[src/rtl/tile_pkg.sv]
// Shared definitions for the systolic array tile: phase encodings and default widths.
package tile_pkg;

    localparam int DW    = 8;
    localparam int ROW_W = 4;
    localparam int COL_W = 4;

    // Array-wide phase code broadcast to every PE
    typedef enum logic [1:0] {
        ST_LOAD_W = 2'd0,
        ST_LOAD_X = 2'd1,
        ST_MAC    = 2'd2,
        ST_IDLE   = 2'd3
    } phase_e;

endpackage

[src/rtl/pe_mac.sv]
// Combinational unsigned multiply-add: y = a*b + c, truncated to 2*DW bits (wraps).
module pe_mac #(
    parameter int DW = 8
) (
    input  logic [DW-1:0]   a,
    input  logic [DW-1:0]   b,
    input  logic [2*DW-1:0] c,
    output logic [2*DW-1:0] y
);

    logic [2*DW-1:0] prod;

    // Full-width product, then a modular add back into the same width
    always_comb begin
        prod = {{DW{1'b0}}, a} * {{DW{1'b0}}, b};
        y    = prod + c;
    end

endmodule

[src/rtl/tile_pe.sv]
// Weight-stationary MAC processing element for a 2-D systolic tile.
// Holds a weight captured from the broadcast config bus, forwards the
// activation east and passes acc_in + w*x south, all registered.
module tile_pe
    import tile_pkg::*;
#(
    parameter int DW     = tile_pkg::DW,
    parameter int ROW_W  = tile_pkg::ROW_W,
    parameter int COL_W  = tile_pkg::COL_W,
    parameter int ADDR_W = ROW_W + COL_W
) (
    input  logic              clk,
    input  logic              rst_n,
    input  logic [ROW_W-1:0]  core_row,
    input  logic [COL_W-1:0]  core_col,
    input  logic [ADDR_W-1:0] cfg_addr,
    input  logic [DW-1:0]     cfg_data,
    input  logic              cfg_valid,
    input  logic [1:0]        global_state,
    input  logic [DW-1:0]     x_in,
    input  logic [2*DW-1:0]   acc_in,
    output logic [DW-1:0]     x_reg_out,
    output logic [2*DW-1:0]   acc_reg_out
);

    phase_e          phase;
    logic            addr_hit;
    logic [2*DW-1:0] mac_y;

    logic [DW-1:0]   w_d,   w_q;
    logic [DW-1:0]   x_d,   x_q;
    logic [2*DW-1:0] acc_d, acc_q;

    // Phase is used as sampled at the edge; row occupies the address MSBs
    assign phase    = phase_e'(global_state);
    assign addr_hit = (cfg_addr == {core_row, core_col});

    pe_mac #(.DW(DW)) u_mac (
        .a (w_q),
        .b (x_q),
        .c (acc_in),
        .y (mac_y)
    );

    // Next-state selection per phase; anything not named holds
    always_comb begin
        w_d   = w_q;
        x_d   = x_q;
        acc_d = acc_q;
        case (phase)
            ST_LOAD_W: if (cfg_valid && addr_hit) w_d = cfg_data;
            ST_LOAD_X: x_d = x_in;
            ST_MAC: begin
                acc_d = mac_y;   // uses x_q before it advances below
                x_d   = x_in;
            end
            default: ;
        endcase
    end

    // Datapath registers, cleared immediately on reset
    always_ff @(posedge clk or negedge rst_n) begin
        if (!rst_n) begin
            w_q   <= '0;
            x_q   <= '0;
            acc_q <= '0;
        end else begin
            w_q   <= w_d;
            x_q   <= x_d;
            acc_q <= acc_d;
        end
    end

    assign x_reg_out   = x_q;
    assign acc_reg_out = acc_q;

endmodule

[config.mk]
export PLATFORM = sky130hd
export DESIGN_NAME = tile_pe
export DESIGN_NICKNAME = d
export VERILOG_FILES = /design/src/rtl/tile_pkg.sv /design/src/rtl/pe_mac.sv /design/src/rtl/tile_pe.sv
export SDC_FILE = /design/constraint.sdc
export NUM_CORES = 1
export LEC_CHECK = 0
export ABC_CLOCK_PERIOD_IN_PS = 12700
export CORE_UTILIZATION = 40
export CTS_CLUSTER_DIAMETER = 40
export DETAILED_ROUTE_END_ITERATION = 6
export GPL_TIMING_DRIVEN = 1
export SYNTH_ARGS = -nofsm -noshare
export SYNTH_HDL_FRONTEND = slang
export SYNTH_SLANG_ARGS = --single-unit
export TNS_END_PERCENT = 20
[constraint.sdc]
create_clock -name clk -period 12.7 [get_ports clk]
set_input_delay 1.27 -clock clk [delete_from_list [all_inputs] [get_ports clk]]
set_output_delay 1.27 -clock clk [all_outputs]
set_load 0.03 [all_outputs]
==> results.sh <==
export IMPL_cts_root_buf="clkbuf_8"
export IMPL_cp_arrival_ns=5.37
export IMPL_maxCapViolCount=0
export IMPL_initial_utilization_pct=41.7
export IMPL_track_usage_pct=17.0
export IMPL_die_area_sq_um=10100
export IMPL_yosysMostFrequentCell="inv_1"
export IMPL_clock_sinks=32
export IMPL_fin_crit_sh_pct=41.0
export IMPL_viasPerCell=4.92
export IMPL_ys_seq_area_share_pct=20.6
export IMPL_skew_ns=0.00524
export IMPL_cts_resized=0
export IMPL_routed_wl_um=7990
export IMPL_setup_slack_ns=7.49
export IMPL_antenna_left=0
export IMPL_setup_tns_ns=0
export IMPL_power_density_nw_per_um2=73.3
export IMPL_design_area_sq_um=4870
export IMPL_critPathMaxStageDelay_ns=0.54
export IMPL_syn_avg_cell_area_sq_um=9.54
export IMPL_insertion_delay_ns=0.28
export IMPL_grt_first_pass_wirelength_um=13500
export IMPL_final_cells=610
export IMPL_postCtsSetupRepairBufs=0
export IMPL_hp_class="flop to flop"
export IMPL_yosys_register_bits=32
export IMPL_placed_area_sq_um=4770
export IMPL_cts_buffer_depth=2
export IMPL_period_needed_ns=5.21
export IMPL_crit_path_top_delay_cell="fa_1"
export IMPL_crit_top_cell="fa_1"
export IMPL_synth_distinct_cells=39
export IMPL_yosys_area_top_type="fa_1"
export IMPL_syn_to_final_growth_pct=25.1
export IMPL_n_fill_cell=914
export IMPL_route_detailed_drc=0
export IMPL_async_flop_share_pct=100
export IMPL_grt_pass1_vias=2951
export IMPL_synth_enable_flop_cells=0
export IMPL_synthesis_nets=548
export IMPL_synthCells=408
export IMPL_ys_flop_type="dfrtp_1"
export IMPL_detail_route_first_pass_iterations=4
export IMPL_drive_gt1_share_pct=6.44
export IMPL_yosys_warnings=0
export IMPL_tritoncts="done"
export IMPL_max_freq_mhz=192
export IMPL_final_hold_viol_count=0
export IMPL_dp_cells=603
export IMPL_cts_made_buffers=5
export IMPL_gp_congestion=0.856
export IMPL_rows=35
export IMPL_endpoint_kind="flop"
export IMPL_slew_violations=0
export IMPL_path_clk_slew_ns=0.07
export IMPL_synthTopCellsByArea="fa_1, dfrtp_1, ha_1"
export IMPL_portBuffers=76
export IMPL_place_ws_ns=7.21
export IMPL_grt_overflow=0
export IMPL_startpoint_type="primary input"
export IMPL_status="completed"
export IMPL_antenna_found_initial=0
export IMPL_grt_max_degree=33
export IMPL_fp_dieW_um=101
export IMPL_netlist_top_cells_count="inv_1, fa_1, nand2_1, ha_1, and2_1"
export IMPL_required_ns=12.86
export IMPL_cts_max_level=2
export IMPL_setup_viol=0
export IMPL_peakVddDrop_mv=0.0494
export IMPL_synth_top_area_share_pct=25.7
export IMPL_vias=3002
export IMPL_r2r_slack_ns=8.23
export IMPL_io_pins=77
export IMPL_rsz0062_at_grt="false"
export IMPL_cts_hold_buffers=0
export IMPL_power_leakage_uw=0.00239
export IMPL_worst_pin_slew_ns=0.792
export IMPL_synth_area_sq_um=3890
export IMPL_dpl_hpwl_um=6750
export IMPL_coreArea_sq_um=9330
export IMPL_drt_iter0_markers=176
export IMPL_die_height_um=101
export IMPL_criticalPathCategory="primary input to flop"
export IMPL_path_max_fanout=6
export IMPL_routedWlPerCell_um=13.1
export IMPL_post_route_util_pct=52.2
export IMPL_maxSlewHeadroom_pct=47.2
export IMPL_antenna_cells=0
export IMPL_nets=621
export IMPL_crit_path_cell_trace="clkdlybuf4s50_1 > inv_1 > fa_1 > inv_1 > fa_1 > ha_1 > inv_1 > fa_1 > fa_1 > nor2b_1 > o211ai_1 > a21boi_0 > nor2_1 > o311ai_0"
-- final timing paths --
kind	from	to	cells past startpoint
setup / recovery	acc_in[4]	acc_reg_out[11]	14
hold / removal	acc_reg_out[8]	acc_reg_out[8]	1
setup reg to reg	w_q[7]	acc_reg_out[13]	13
hold reg to reg	acc_reg_out[8]	acc_reg_out[8]	1
max in group asynchronous	rst_n	x_reg_out[3]	2
min in group asynchronous	rst_n	acc_reg_out[4]	2
-- metrics by stage --
stage          hold slack (ns)  power (uW)
3_5_place_dp             0.468         276
3_3_place_gp             0.467         274
5_1_grt                  0.508         382
2_1_floorplan            0.585         212
6_report                 0.482         357
4_1_cts                  0.484         362
-- where the power goes --
group,internal [uW],switching [uW],total [uW]
combinational,67.3,71.3,139
clock,48.3,36.8,85.1
sequential,115,17.8,133
-- cells in the final DEF, fill, tap and decap left out, types with 4 or more instances in the layout --
cell,count
nand2_1,43
fa_1,50
mux2_4,8
and2_1,34
clkbuf_8,7
nand4_1,4
inv_1,95
nor3_1,6
a21oi_1,8
clkdlybuf4s50_1,76
dfrtp_1,32
o21ai_0,7
o21a_1,4
nor2_1,6
xor2_1,7
xnor2_1,7
ha_1,37
mux2_2,15
-- layout make-up --
class                           instances  area [sq um]  share of cell area [%]
Clock buffer                            7          96.3                    1.98
Inverter                               95           357                    7.32
Timing Repair Buffer                   77           768                    15.8
Multi-Input combinational cell        270          2690                    55.2
Tap cell                              129           161                    3.31
Sequential cell                        32           801                    16.4
-- registers in the layout (all words and copies together), names as in the netlist --
name and cells:
acc_reg_out 16, x_reg_out 8, w_q 8
-- critical path, delay by kind of cell --
| family | cells | cell delay, ns |
|---|---|---|
| AOI/OAI and AO/OA | 3 | 0.97 |
| adders and majority gates | 5 | 2.29 |
| and+or+nand+nor | 2 | 0.24 |
| buffers and inverters | 4 | 0.60 |
-- layer usage --
metal / track usage (%) / wire length (um) / vias to the layer above
li1: - / - / 1427
met1: 22.8 / 3540 / 1486
met2: 29.0 / 3980 / 82
met3: 2.84 / 391 / 7
met4: 3.23 / 74 / 0
met5: 0 / 0 / -
-- logic make-up (layout without fill, tap and decap cells) --
family                   Yosys count  in the layout  share of synthesized area [%]
AO/OA/AOI/OAI                     40             40                           6.98
XOR/XNOR                          14             14                           3.15
adder cells (fa/ha/maj)           87             87                           37.6
buffers and inverters            106            179                           10.4
flip-flops                        32             32                           20.6
multiplexers                      23             23                           7.43
AND/OR/NAND/NOR                  106            106                           13.9
No activity file was read; power rests on OpenSTA's default activity.
